==> src/rtl/chess_pkg.sv <==
// Shared definitions for the chess front-end control path.
//   - piece codes: EMPTY, W_PAWN..W_KING (1..6), B_PAWN..B_KING (7..C), MARK (D)
//   - is_white / is_black / owns_piece colour helpers
//   - square_t: 6-bit square {row[2:0], col[2:0]}
//   - state_t: move_controller FSM states
package chess_pkg;

  localparam logic [3:0] EMPTY    = 4'h0;
  localparam logic [3:0] W_PAWN   = 4'h1;
  localparam logic [3:0] W_KNIGHT = 4'h2;
  localparam logic [3:0] W_BISHOP = 4'h3;
  localparam logic [3:0] W_ROOK   = 4'h4;
  localparam logic [3:0] W_QUEEN  = 4'h5;
  localparam logic [3:0] W_KING   = 4'h6;
  localparam logic [3:0] B_PAWN   = 4'h7;
  localparam logic [3:0] B_KNIGHT = 4'h8;
  localparam logic [3:0] B_BISHOP = 4'h9;
  localparam logic [3:0] B_ROOK   = 4'hA;
  localparam logic [3:0] B_QUEEN  = 4'hB;
  localparam logic [3:0] B_KING   = 4'hC;
  localparam logic [3:0] MARK     = 4'hD;

  typedef logic [5:0] square_t;

  typedef enum logic [2:0] {
    IDLE,
    LOOK,
    PICK,
    HOLD,
    CHECK,
    PLACE
  } state_t;

  function automatic logic is_white(input logic [3:0] code);
    return (code >= W_PAWN) && (code <= W_KING);
  endfunction

  function automatic logic is_black(input logic [3:0] code);
    return (code >= B_PAWN) && (code <= B_KING);
  endfunction

  // side: 0 = white, 1 = black
  function automatic logic owns_piece(input logic [3:0] code, input logic side);
    return side ? is_black(code) : is_white(code);
  endfunction

endpackage

==> src/rtl/move_controller_if.sv <==
// Bundle between move_controller and its surroundings (mouse + chess_board).
//   mouse side : xpos, ypos, left, right
//   board side : figure_code, possible_moves in; figure_xy, figure_position,
//                pick_piece, place_piece out
//   status     : turn, holding, move_count
// modport master: the controller; modport slave: the environment.
interface move_controller_if;
  import chess_pkg::*;

  logic [11:0] xpos;
  logic [11:0] ypos;
  logic        left;
  logic        right;
  logic [3:0]  figure_code;
  logic [63:0] possible_moves;
  square_t     figure_xy;
  square_t     figure_position;
  logic        pick_piece;
  logic        place_piece;
  logic        turn;
  logic        holding;
  logic [9:0]  move_count;

  modport master (
    input  xpos, ypos, left, right, figure_code, possible_moves,
    output figure_xy, figure_position, pick_piece, place_piece,
           turn, holding, move_count
  );

  modport slave (
    output xpos, ypos, left, right, figure_code, possible_moves,
    input  figure_xy, figure_position, pick_piece, place_piece,
           turn, holding, move_count
  );
endinterface

==> src/rtl/pixel_to_square.sv <==
// Registered pixel -> board square decode (one cycle).
//   clk, rst       : clock, asynchronous active-high reset
//   xpos, ypos     : mouse pixel position
//   sq             : {row, col} under the cursor
//   sq_valid       : cursor lies on the 8x8 board
// Row/col come from seven threshold compares per axis; the number of
// thresholds passed is the index, so no divider is needed.
module pixel_to_square
  import chess_pkg::*;
#(
  parameter int BOARD_X0 = 160,
  parameter int BOARD_Y0 = 60,
  parameter int SQ_SIZE  = 60
) (
  input  logic        clk,
  input  logic        rst,
  input  logic [11:0] xpos,
  input  logic [11:0] ypos,
  output square_t     sq,
  output logic        sq_valid
);

  logic [6:0] x_ge;
  logic [6:0] y_ge;
  logic [2:0] col;
  logic [2:0] row;
  logic       on_board;

  generate
    for (genvar gi = 0; gi < 7; gi++) begin : g_thr
      assign x_ge[gi] = xpos >= 12'(BOARD_X0 + (gi + 1) * SQ_SIZE);
      assign y_ge[gi] = ypos >= 12'(BOARD_Y0 + (gi + 1) * SQ_SIZE);
    end
  endgenerate

  // Thresholds are monotonic, so the compare vector is a thermometer code.
  assign col = 3'($countones(x_ge));
  assign row = 3'($countones(y_ge));

  assign on_board = (xpos >= 12'(BOARD_X0)) && (xpos < 12'(BOARD_X0 + 8 * SQ_SIZE)) &&
                    (ypos >= 12'(BOARD_Y0)) && (ypos < 12'(BOARD_Y0 + 8 * SQ_SIZE));

  always_ff @(posedge clk or posedge rst) begin
    if (rst) begin
      sq       <= '0;
      sq_valid <= 1'b0;
    end else begin
      sq       <= {row, col};
      sq_valid <= on_board;
    end
  end

endmodule

==> src/rtl/move_controller.sv <==
// Mouse-driven move controller in front of chess_board.
//   clk, rst : clock, asynchronous active-high reset
//   bus      : move_controller_if.master (mouse in, board query/pulses out,
//              turn / holding / move_count status)
// Optional macro MOVE_CHECK_EN: when defined, a placement needs the target's
// possible_moves bit set and no own piece on it (one extra CHECK cycle).
module move_controller
  import chess_pkg::*;
#(
  parameter int BOARD_X0 = 160,
  parameter int BOARD_Y0 = 60,
  parameter int SQ_SIZE  = 60
) (
  input  logic               clk,
  input  logic               rst,
  move_controller_if.master  bus
);

  square_t    sq;
  logic       sq_valid;
  logic [2:0] l_sync;
  logic [2:0] r_sync;
  logic       l_edge;
  logic       r_edge;

  state_t     state_reg, state_next;
  square_t    cand_reg, cand_next;
  square_t    origin_reg, origin_next;
  square_t    target_reg, target_next;
  logic       commit_reg, commit_next;
  logic       holding_reg, holding_next;
  logic       turn_reg, turn_next;
  logic [9:0] count_reg, count_next;

  pixel_to_square #(
    .BOARD_X0 (BOARD_X0),
    .BOARD_Y0 (BOARD_Y0),
    .SQ_SIZE  (SQ_SIZE)
  ) u_decode (
    .clk      (clk),
    .rst      (rst),
    .xpos     (bus.xpos),
    .ypos     (bus.ypos),
    .sq       (sq),
    .sq_valid (sq_valid)
  );

  // Two sync flops, third flop holds the previous synchronised level.
  always_ff @(posedge clk or posedge rst) begin
    if (rst) begin
      l_sync <= '0;
      r_sync <= '0;
    end else begin
      l_sync <= {l_sync[1:0], bus.left};
      r_sync <= {r_sync[1:0], bus.right};
    end
  end

  assign l_edge = l_sync[1] & ~l_sync[2];
  assign r_edge = r_sync[1] & ~r_sync[2];

  always_ff @(posedge clk or posedge rst) begin
    if (rst) begin
      state_reg   <= IDLE;
      cand_reg    <= '0;
      origin_reg  <= '0;
      target_reg  <= '0;
      commit_reg  <= 1'b0;
      holding_reg <= 1'b0;
      turn_reg    <= 1'b0;
      count_reg   <= '0;
    end else begin
      state_reg   <= state_next;
      cand_reg    <= cand_next;
      origin_reg  <= origin_next;
      target_reg  <= target_next;
      commit_reg  <= commit_next;
      holding_reg <= holding_next;
      turn_reg    <= turn_next;
      count_reg   <= count_next;
    end
  end

  always_comb begin
    state_next   = state_reg;
    cand_next    = cand_reg;
    origin_next  = origin_reg;
    target_next  = target_reg;
    commit_next  = commit_reg;
    holding_next = holding_reg;
    turn_next    = turn_reg;
    count_next   = count_reg;

    case (state_reg)
      IDLE: begin
        if (l_edge && sq_valid) begin
          cand_next  = sq;
          state_next = LOOK;
        end
      end
      // figure_code now reflects the square latched in IDLE.
      LOOK: state_next = owns_piece(bus.figure_code, turn_reg) ? PICK : IDLE;
      PICK: begin
        origin_next  = cand_reg;
        holding_next = 1'b1;
        state_next   = HOLD;
      end
      HOLD: begin
        // Cancel (right click or click on origin) beats everything else.
        if (r_edge || (l_edge && sq_valid && sq == origin_reg)) begin
          target_next = origin_reg;
          commit_next = 1'b0;
          state_next  = PLACE;
        end else if (l_edge && sq_valid) begin
`ifdef MOVE_CHECK_EN
          cand_next   = sq;
          state_next  = CHECK;
`else
          target_next = sq;
          commit_next = 1'b1;
          state_next  = PLACE;
`endif
        end
      end
`ifdef MOVE_CHECK_EN
      CHECK: begin
        if (bus.possible_moves[6'd63 - cand_reg] && !owns_piece(bus.figure_code, turn_reg)) begin
          target_next = cand_reg;
          commit_next = 1'b1;
          state_next  = PLACE;
        end else begin
          state_next  = HOLD;
        end
      end
`endif
      PLACE: begin
        holding_next = 1'b0;
        if (commit_reg) begin
          turn_next   = ~turn_reg;
          if (count_reg != 10'd1023) count_next = count_reg + 10'd1;
          commit_next = 1'b0;
        end
        state_next = IDLE;
      end
      default: state_next = IDLE;
    endcase
  end

  // Pulses are decoded straight from the state register so an async reset
  // clears them immediately.
  assign bus.pick_piece      = (state_reg == PICK);
  assign bus.place_piece     = (state_reg == PLACE);
  assign bus.figure_position = (state_reg == PICK)  ? cand_reg :
                               (state_reg == PLACE) ? target_reg : '0;
  assign bus.figure_xy       = sq;
  assign bus.turn            = turn_reg;
  assign bus.holding         = holding_reg;
  assign bus.move_count      = count_reg;

endmodule
==> src/flat_wrapper.sv <==
// flat-port wrapper written by rule: the top's interface ports become plain ports
module move_controller_flat import chess_pkg::*;
#(
  parameter int BOARD_X0 = 160,
  parameter int BOARD_Y0 = 60,
  parameter int SQ_SIZE  = 60
)
  (clk, rst, bus_xpos, bus_ypos, bus_left, bus_right, bus_figure_code, bus_possible_moves, bus_figure_xy, bus_figure_position, bus_pick_piece, bus_place_piece, bus_turn, bus_holding, bus_move_count);
  move_controller_if bus_i ();
  input  logic clk;
  input  logic rst;
  input wire logic [$bits(bus_i.xpos)-1:0] bus_xpos;
  input wire logic [$bits(bus_i.ypos)-1:0] bus_ypos;
  input wire logic [$bits(bus_i.left)-1:0] bus_left;
  input wire logic [$bits(bus_i.right)-1:0] bus_right;
  input wire logic [$bits(bus_i.figure_code)-1:0] bus_figure_code;
  input wire logic [$bits(bus_i.possible_moves)-1:0] bus_possible_moves;
  output wire logic [$bits(bus_i.figure_xy)-1:0] bus_figure_xy;
  output wire logic [$bits(bus_i.figure_position)-1:0] bus_figure_position;
  output wire logic [$bits(bus_i.pick_piece)-1:0] bus_pick_piece;
  output wire logic [$bits(bus_i.place_piece)-1:0] bus_place_piece;
  output wire logic [$bits(bus_i.turn)-1:0] bus_turn;
  output wire logic [$bits(bus_i.holding)-1:0] bus_holding;
  output wire logic [$bits(bus_i.move_count)-1:0] bus_move_count;
  assign bus_i.xpos = bus_xpos;
  assign bus_i.ypos = bus_ypos;
  assign bus_i.left = bus_left;
  assign bus_i.right = bus_right;
  assign bus_i.figure_code = bus_figure_code;
  assign bus_i.possible_moves = bus_possible_moves;
  assign bus_figure_xy = bus_i.figure_xy;
  assign bus_figure_position = bus_i.figure_position;
  assign bus_pick_piece = bus_i.pick_piece;
  assign bus_place_piece = bus_i.place_piece;
  assign bus_turn = bus_i.turn;
  assign bus_holding = bus_i.holding;
  assign bus_move_count = bus_i.move_count;
  move_controller #(.BOARD_X0(BOARD_X0), .BOARD_Y0(BOARD_Y0), .SQ_SIZE(SQ_SIZE)) u_core (.clk(clk), .rst(rst), .bus(bus_i));
endmodule
==> config.mk <==
export PLATFORM = sky130hd
export DESIGN_NAME = move_controller_flat
export DESIGN_NICKNAME = d
export VERILOG_FILES = /design/src/rtl/chess_pkg.sv /design/src/rtl/move_controller_if.sv /design/src/rtl/pixel_to_square.sv /design/src/rtl/move_controller.sv /design/src/flat_wrapper.sv
export SDC_FILE = /design/constraint.sdc
export NUM_CORES = 1
export LEC_CHECK = 0
export ABC_AREA = 1
export ABC_CLOCK_PERIOD_IN_PS = 1700
export CORE_AREA = 2 2 101 103
export DETAILED_ROUTE_END_ITERATION = 12
export DIE_AREA = 0 0 103 105
export PLACE_DENSITY = 0.7
export SLEW_MARGIN = 15
export SYNTH_ARGS = -nofsm -noshare
export SYNTH_HDL_FRONTEND = slang
export SYNTH_HIERARCHICAL = 1
export SYNTH_SLANG_ARGS = --single-unit
==> constraint.sdc <==
create_clock -name clk -period 1.7 [get_ports clk]
set_clock_uncertainty 0.05 [all_clocks]
set_input_delay 0.17 -clock clk [delete_from_list [all_inputs] [get_ports clk]]
set_output_delay 0.17 -clock clk [all_outputs]
set_load 0.1 [all_outputs]
==> metrics.md, run 1 <==
| Metric | Value |
|---|---|
| Outcome | finished with violations |
| Failing checks | negative setup slack |
| Fill cells | 910 |
| Max rail drop VDD | 0.586 mV |
| Post-Syn Area | 2830 sq um |
| Max FFs per register | 10 |
| Global-route met3 utilization | 2.47% |
| Global Route met2 Usage | 28.1% |
| Syn_nets | 481 |
| Final period utilization | 144% |
| Grt ovf | 0 |
| Share of cells above drive strength 1 | 45.2% |
| Placement-stage cell area | 4320 sq um |
| Syn_area_per_cell | 7.52 sq um |
| Crit-path max FO | 3 |
| Setup TNS | -3.54 ns |
| TritonCTS Buffers | 5 |
| Final WS setup | -0.751 ns |
| Fin crit period | 2.45 ns |
| Initial drt markers | 134 |
| Most used cell along the critical path | fa_1 |
| Multi-input logic area | 1680 sq um |
| Die width | 103 microns |
| Via density per instance | 4.53 |
| Setup CP Type | in -> reg |
| Crit-path cells | buf_12 -> inv_12 -> nand2_4 -> nor2_4 -> nand2_2 -> a211oi_2 -> fa_1 -> fa_1 -> inv_2 -> fa_2 -> fa_1 |
| GRT busiest layer | met2 |
| Vias | 2898 |
| Final Max Tran Viols | 0 |
| Crit path from | bus_ypos[11] |
| Design area | 4900 sq um |
| Slowest stage delay, CP | 0.51 ns |
| CP endpoint kind | flop |
| Core ar. | 9640 sq um |
| Die outline area | 10800 sq um |
| HP Class | in -> async |
| Yosys top cell by area | dfrtp_1 |
| Worst reg2reg startpoint | u_core/bus.move_count[0] |
| I/O pin count | 122 |
| GP Congestion | 0.820 |
| Register area | 1200 sq um |
| N_diodes | 0 |
| Initial antenna violation count | 0 |
| Initial core utilization | 29.3% |
| H-tree levels | 2 |
| Critical Path Source Type | primary input |
| Worst-Margin Slew | 0.269 ns |
| Number of remaining DRC errors | 0 |
| Port bufs | 53 |
| Die height | 105 microns |
| Max frequency | 0.408 GHz |
| Crit path capture | u_core/u_decode/sq[4] |
| Reg2reg setup slack | 0.12 ns |
| Pwr Density | 982 nW/um^2 |
| Slew headroom | 81.9% |
| Post-Synthesis Cells | 376 |
| CTS tree | built |
| Pre-antenna DRT Iters | 5 |
| Wire length per cell | 12.5 microns |
| Leakage | 2.26 nW |
| Vias in the first global route | 3054 |
| Largest net degree at the start of global routing | 41 |
| RSZ-0062 raised after global routing | true |
| Clock Tree Buf Depth | 2 |
| Layout overhead on the synthesized area | 73.3% |
| Slowest CP cell | fa_1 |
| Root Driver | clkbuf_8 |
| Clock-pin slew on the worst setup and hold paths | 0.10 ns |
| Clk sink count | 47 |
| Synth area leaders | dfrtp_1, nand2_1, inv_1 |
| Worst Path Required | 1.84 ns |
| All-Layer GR Usage | 15.1% |
| Yosys reg bits | 47 |
| Worst r2r dst | u_core/bus.move_count[9] |
| Warnings, synthesis | 6 |
| Routed Antenna Nets | 0 |
| Hold Vio Cnt, Final | 0 |
| WP data arrival | 2.59 ns |
| Top cell type's share of synthesized area | 41.6% |
| # setup viols final | 12 |
| First-pass GRT wire length | 13.2 mm |
| Clk Latency, worst-skew pair | 0.30 ns |
| Max Cap Viol | 0 |
| Site Rows | 36 |
| Grt met1 use | 17.2% |
| Util after Layout | 50.8% |
| Synth unique cells | 35 |
| Hpwl dp | 5.44 mm |
| Final #Nets | 611 |
| Total Routed Length | 8.03 mm |
| Post-synthesis sequential area ratio | 41.6% |
| Setup Slack @ Placement | -1.66 ns |
| Pwr Total | 0.00481 W |
| Reg2Reg Depth | 8 |
==> cell families after synthesis <==
logic type	count (synthesis)	share of synthesized area (%)
AND/OR/NAND/NOR	190	29.2
flip-flops	47	41.6
adder cells (fa/ha/maj)	9	6.11
AO/OA/AOI/OAI	46	9.03
buffers and inverters	71	9.91
multiplexers	2	0.752
XOR/XNOR	11	3.41
==> worst min-delay path by stage <==
stage                            end  slack, ns  depth (start not counted)
2_1_floorplan  u_core/u_decode/sq[4]      -0.08                          1
3_3_place_gp        u_core/r_sync[1]       0.28                          0
3_5_place_dp        u_core/r_sync[1]       0.29                          0
4_1_cts        u_core/u_decode/sq[5]       0.09                          2
5_1_grt        u_core/u_decode/sq[4]       0.11                          2
6_report       u_core/u_decode/sq[4]       0.07                          2
==> cell usage after synthesis (all sizes together) <==
cell and n:
o21a 1, a21oi 8, mux2 1, a31oi 3
nand3 21, nor3 7, or2 1, clkbuf 1
fa 8, inv 66, o31ai 1, xor2 6
a311oi 1, o21ai 29, nand4 4, mux2i 1
buf 4, ha 1, xnor2 5, o22ai 2
nor2 33, a211oi 1, nor4 1, nand2 123
dfrtp 47
==> cell type report <==
type | instances | area share, %
Clock inverter | 3 | 0.970
Multi-Input combinational cell | 258 | 34.3
Sequential cell | 47 | 24.5
Clock buffer | 5 | 1.40
Inverter | 66 | 6.41
Timing Repair Buffer | 128 | 29.0
Tap cell | 133 | 3.40
==> metrics by stage <==
step	std cells	hold slack, ns
floorplan	376	-0.0769
global placement	596	0.284
detailed placement	596	0.286
CTS	633	0.0861
global route	640	0.109
finish	640	0.0730
==> layout by cell type (no fill, tap or decap), types with 4 or more instances in the layout <==
master / netlist / final
a21oi_1: 8 / 5
clkdlybuf4s50_1: 0 / 7
buf_8: 0 / 6
dfrtp_2: 0 / 13
clkbuf_8: 0 / 5
inv_2: 14 / 16
buf_4: 1 / 69
o21ai_1: 19 / 15
xor2_1: 6 / 6
buf_12: 0 / 30
nand2_4: 0 / 6
nor2_4: 1 / 7
fa_1: 8 / 5
inv_1: 52 / 41
o21ai_2: 2 / 5
nand3_1: 20 / 19
xnor2_1: 5 / 5
dfrtp_1: 47 / 32
o21ai_4: 0 / 5
nor2_1: 28 / 24
nand2_2: 8 / 13
buf_6: 1 / 6
o21ai_0: 8 / 4
nand2_1: 115 / 102
nand4_1: 4 / 4
buf_2: 2 / 7
==> critical path: cells and delay by family <==
| family | cells | cell delay, ns |
|---|---|---|
| simple gates | 3 | 0.26 |
| compound gates | 1 | 0.17 |
| buf+inv | 3 | 0.19 |
| fa+ha+maj | 4 | 1.79 |
==> metal layers <==
metal  vias up  share of wire (%)
li1       1423                  -
met1      1383                 40
met2        77                 54
met3        15                4.3
met4         0                2.2
met5         -                  0
==> power by group <==
group / internal (W) / leakage [nW] / switching, W / total, W
Sequential: 0.00138 / 0.573 / 0.000228 / 0.00161
Combinational: 0.000980 / 1.62 / 0.00137 / 0.00235
Clock: 0.000446 / 0.0587 / 0.000407 / 0.000853
==> repair_timing <==
| action | CTS | global route |
|---|---|---|
| hold buffers | 0 | 0 |
| pin swaps | 32 | 27 |
| cloned | 0 | 1 |
| gates resized for setup | 125 | 30 |
| setup endpoints to repair | 14 | 14 |
| setup buffers | 29 | 6 |
No activity file was read; power rests on OpenSTA's default activity.
==> inputs of run 2 (changes only) <==
- GPL_ROUTABILITY_DRIVEN: not set -> 0
==> metrics.md, run 2 (synthesized netlist as in run 1, its figures left out) <==
| Metric | Value |
|---|---|
| Design area | 5000 sq um |
| # setup viols final | 13 |
| Most frequent cells in the layout | nand2_1, buf_4, inv_1 |
| Int Pwr | 0.00267 W |
| Clk sink count | 47 |
| Routed Antenna Nets | 0 |
| Final Max Tran Viols | 0 |
| Hold slack | 0.0668 ns |
| Vias in the first global route | 3018 |
| Combinational share of power | 50.5% |
| Clock-pin slew on the worst setup and hold paths | 0.09 ns |
| Die height | 105 microns |
| First-pass GRT wire length | 13.5 mm |
| CTS tree | built |
| Failing checks | negative setup slack |
| Setup CP Type | in -> reg |
| Crit path from | bus_ypos[7] |
| Critical Path Source Type | primary input |
| Hpwl dp | 5.58 mm |
| Port bufs | 53 |
| Leakage | 2.28 nW |
| Final #Nets | 624 |
| Sequential share of power | 34.5% |
| Buf/Inv on CP | 18 |
| Initial core utilization | 29.3% |
| Hold Vio Cnt, Final | 0 |
| Largest net degree at the start of global routing | 41 |
| Core ar. | 9640 sq um |
| Max frequency | 0.397 GHz |
| Via density per instance | 4.62 |
| Outcome | finished with violations |
| Worst-Margin Slew | 0.315 ns |
| Worst Path Required | 1.86 ns |
| Post-cts hold buffer count | 0 |
| H-tree levels | 2 |
| Most used cell along the critical path | buf_4 |
| WP data arrival | 2.68 ns |
| Clk pwr share | 15.0% |
| Max FFs per register | 10 |
| Max Cap Viol | 0 |
| Die outline area | 10800 sq um |
| Share of cells above drive strength 1 | 46.7% |
| Site Rows | 36 |
| Pwr Density | 938 nW/um^2 |
| Final WS setup | -0.819 ns |
| Max rail drop VDD | 0.525 mV |
| N_diodes | 0 |
| Slowest stage delay, CP | 0.13 ns |
| Slowest CP cell | buf_4 |
| TritonCTS Buffers | 5 |
| HP Class | in -> async |
| Initial drt markers | 171 |
| Slew headroom | 78.8% |
| I/O pin count | 122 |
| Top Family by Delay on Critical Path | buffers and inverters |
| Pre-antenna DRT Iters | 4 |
| Total Routed Length | 8.53 mm |
| Clk Latency, worst-skew pair | 0.31 ns |
| Grt ovf | 0 |
| Fin crit period | 2.52 ns |
| Wire length per cell | 13.1 microns |
| Crit-path max FO | 3 |
| Placement-stage cell area | 4370 sq um |
| Crit-path cells | buf_6 -> nor2_4 -> inv_2 -> buf_6 -> buf_4 -> buf_4 -> buf_4 -> buf_4 -> buf_4 -> buf_4 -> buf_4 -> buf_4 -> buf_4 -> buf_4 -> buf_4 -> buf_4 -> buf_4 -> buf_4 -> buf_4 -> nor2_2 -> nand2_1 -> nand2_1 -> nor2_1 |
| Worst reg2reg startpoint | u_core/state_reg[2] |
| Initial antenna violation count | 0 |
| Root Driver | clkbuf_8 |
| Switching power | 0.00202 W |
| Number of remaining DRC errors | 0 |
| RSZ-0062 raised after global routing | true |
| Clock Tree Buf Depth | 2 |
| Sw Ratio | 43.1% |
| Most common cell after layout, fill and taps aside | nand2_1 |
| Die width | 103 microns |
| CP endpoint kind | flop |
| All-Layer GR Usage | 15.6% |
| Final period utilization | 148% |
| Layout overhead on the synthesized area | 76.7% |
| Vias | 3015 |
-- run 2: changes by cell type in the layout (fill, tap and decap cells not counted), sizes merged --
cell,previous run,this run
clkinv,1,0
clkinvlp,1,3
clkbuf,7,8
buf,118,130
bufinv,1,0
-- run 2: power by group through the flow --
stage	sequential, W	clock [W]	combinational [W]
final	0.00162	0.000704	0.00237
after global routing	0.00165	0.000773	0.00254
after CTS	0.00161	0.000728	0.00225
after detailed placement	0.00163	0	0.00195
after global placement	0.00162	0	0.00191
after floorplan	0.00191	0	0.000939
-- run 2: per-layer routing --
layer	GRT usage (%)	routed length [microns]
met3	3.08	416
met4	6.39	252
met5	0	0
met2	28.8	4540
met1	17.0	3330
-- run 2: what timing repair did --
action	CTS	global route
pin swaps	36	26
setup endpoints to repair	14	14
endpoints found under the hold margin	0	0
gates resized for setup	130	28
buffers inserted	36	9
-- run 2: cell type report --
class	count	area, sq um
flip-flops and latches	47	1200
repair buffers	141	1510
well taps	133	166
clock inverters	3	23.8
fillers	877	4640
multi-input cells	258	1710
clock buffers	5	68.8
inverters	66	314
-- run 2: worst paths after layout --
kind | end | slack [ns] | cells after the start
min | u_core/u_decode/sq_valid | 0.07 | 2
min in group clk | u_core/l_sync[0] | 0.25 | 1
max reg2reg | u_core/commit_reg | 0.15 | 6
max | u_core/u_decode/sq_valid | -0.82 | 23
max in group asynchronous | u_core/bus.move_count[8] | 1.19 | 3
min reg2reg | u_core/l_sync[1] | 0.31 | 0
-- run 2: through the flow --
| step | TNS (ns) | worst slack, ns | cells | power [W] | utilization (%) |
|---|---|---|---|---|---|
| after detailed placement | -8.96 | -1.70 | 601 | 0.00358 | 45.4 |
| after floorplan | -5.36 | -0.919 | 376 | 0.00285 | - |
| final | -4.50 | -0.819 | 653 | 0.00469 | 51.8 |
| after global placement | -8.29 | -1.57 | 601 | 0.00352 | 45.4 |
| after CTS | -4.79 | -0.823 | 645 | 0.00459 | 50.2 |
| after global routing | -5.31 | -0.884 | 653 | 0.00497 | 51.8 |
==> inputs of run 3 (changes only) <==
- ABC_AREA: 1 -> not set
- CORE_AREA: 2 2 101 103 -> 2 2 97 99
- DIE_AREA: 0 0 103 105 -> 0 0 99 101
- PLACE_DENSITY: 0.7 -> 0.71
==> metrics.md, run 3 <==
| Metric | Value |
|---|---|
| Final Max Tran Viols | 0 |
| Clock Tree Buf Depth | 2 |
| Hold Vio Cnt, Final | 0 |
| Root Driver | clkbuf_8 |
| Grt ovf | 0 |
| Reg2reg setup slack | -0.08 ns |
| Syn_area_per_cell | 10.8 sq um |
| # setup viols final | 15 |
| CP endpoint kind | flop |
| Synth Area in XOR/XNOR | 4.70% |
| Share of cells above drive strength 1 | 50.0% |
| Pwr Density | 1040 nW/um^2 |
| Vias | 2235 |
| Post-Syn Area | 2610 sq um |
| I/O pin count | 122 |
| Final WS setup | -0.916 ns |
| Initial antenna violation count | 0 |
| Warnings, synthesis | 6 |
| Clk Latency, worst-skew pair | 0.30 ns |
| Final period utilization | 154% |
| Top cell type's share of synthesized area | 45.1% |
| Post-cts hold buffer count | 0 |
| Leakage | 1.87 nW |
| Placement-stage cell area | 4000 sq um |
| Synth area leaders | dfrtp_1, fa_1, mux2_2 |
| Post-Synthesis Cells | 242 |
| Total Routed Length | 6.46 mm |
| Post-synthesis compound-gate area fraction | 14.8% |
| Port bufs | 57 |
| Largest family of logic cells by synthesized area | simple AND/OR/NAND/NOR gates |
| WP data arrival | 2.81 ns |
| Crit-path max FO | 4 |
| Yosys reg bits | 47 |
| Number of remaining DRC errors | 0 |
| Site Rows | 35 |
| Most frequent cells in the layout | buf_4, dfrtp_1, buf_12 |
| Die height | 101 microns |
| Via density per instance | 4.85 |
| Fin crit period | 2.62 ns |
| H-tree levels | 2 |
| CTS tree | built |
| Most common cell after layout, fill and taps aside | buf_4 |
| Primary FF master, synth | dfrtp_1 |
| Critical Path Source Type | primary input |
| Outcome | finished with violations |
| Clock-pin slew on the worst setup and hold paths | 0.09 ns |
| Post-synthesis sequential area ratio | 45.1% |
| Wire length per cell | 14.0 microns |
| Max Cap Viol | 0 |
| Synth unique cells | 57 |
| Pre-antenna DRT Iters | 4 |
| Synth Area in Simple Gates | 15.6% |
| Final #Nets | 454 |
| Failing checks | negative setup slack |
| Routed Antenna Nets | 0 |
| Post-synthesis mux area share | 7.91% |
| Util after Layout | 48.3% |
| All-Layer GR Usage | 13.4% |
| Post-synth ARST share | 100% |
| N_diodes | 0 |
| Reg2Reg Depth | 5 |
| Worst Path Required | 1.90 ns |
| Clk sink count | 47 |
| Max frequency | 0.382 GHz |
| Worst-Margin Slew | 0.410 ns |
| Yosys top cell by area | dfrtp_1 |
| Slew headroom | 72.7% |
| Initial drt markers | 62 |
| Setup TNS | -4.84 ns |
| Die outline area | 10000 sq um |
| Syn_nets | 347 |
| Vias in the first global route | 2356 |
| Commonest cells post-synth | dfrtp_1, nor2_1, inv_1 |
| Hpwl dp | 4.87 mm |
| Die width | 99 microns |
| Fill cells | 803 |
| Synth Area in Adders | 6.62% |
| Cell with the most instances after synthesis | dfrtp_1 |
| Largest net degree at the start of global routing | 41 |
| Core ar. | 8980 sq um |
| Design area | 4340 sq um |
| First-pass GRT wire length | 10.8 mm |
| Placed Cells | 435 |
| Hold depth | 3 |
| Number of synthesized flops with an enable pin | 0 |
| Initial core utilization | 29.1% |
| Fin cells | 461 |
| Max rail drop VDD | 0.408 mV |
| Max FFs per register | 10 |
| RSZ-0062 raised after global routing | true |
| HP Class | in -> reg |
| TritonCTS Buffers | 5 |
| Layout overhead on the synthesized area | 66.2% |
| Setup CP Type | in -> reg |
## run 3: logic make-up after synthesis
group / after synthesis
simple gates: 73
compound gates: 52
flops: 47
buf+inv: 28
mux: 19
xor+xnor: 14
fa+ha+maj: 9
## run 3: final cells by class
| type | count | area (sq um) | share of cell area [%] |
|---|---|---|---|
| clock buffers | 5 | 68.8 | 1.59 |
| clock inverters | 3 | 46.3 | 1.07 |
| inverters | 14 | 52.6 | 1.21 |
| multi-input cells | 167 | 1530 | 35.3 |
| flip-flops and latches | 47 | 1220 | 28.2 |
| well taps | 111 | 139 | 3.20 |
| repair buffers | 114 | 1270 | 29.4 |
## run 3: critical path, cell delays in order
cell,delay (ns)
clkdlybuf4s15_2,0.21
and2_4,0.18
o31ai_4,0.22
and3_4,0.21
fa_1,0.40
fa_1,0.51
inv_2,0.04
fa_2,0.34
fa_2,0.52
## run 3: timing repair
action | in CTS | in global routing
pin swaps | 24 | 17
endpoints found under the hold margin | 0 | 0
resized for setup | 74 | 15
setup endpoints to repair | 19 | 22
buffers inserted | 14 | 4
## run 3: routing by layer
layer	part of all wire [%]	wire length (microns)	GRT usage, %
met3	3.9	252	2.43
met2	53	3440	24.8
met1	42	2700	15.7
met5	0	0	0
met4	1.1	74	4.32
## run 3: final timing paths
path                                        from                  endpoint
max in group asynchronous                    rst  u_core/bus.move_count[7]
min in group asynchronous                    rst     u_core/u_decode/sq[2]
max                                  bus_ypos[5]     u_core/u_decode/sq[4]
max reg2reg                u_core/u_decode/sq[0]      u_core/target_reg[5]
min reg2reg                     u_core/l_sync[0]          u_core/l_sync[1]
min                                 bus_ypos[10]  u_core/u_decode/sq_valid
## run 3: metrics by stage
step	hold slack [ns]	total power, W	worst slack, ns
floorplan	-0.0766	0.00274	-1.12
global placement	0.284	0.00339	-1.52
detailed placement	0.286	0.00345	-1.62
CTS	0.106	0.00450	-1.09
global route	0.124	0.00472	-0.978
finish	0.106	0.00450	-0.916
## run 3: report_power, final
| group | total [W] | switching [W] | internal (W) |
|---|---|---|---|
| logic | 0.00206 | 0.00111 | 0.000957 |
| clock network | 0.000835 | 0.000392 | 0.000443 |
| registers | 0.00160 | 0.000235 | 0.00137 |
| total | 0.00450 | 0.00173 | 0.00277 |
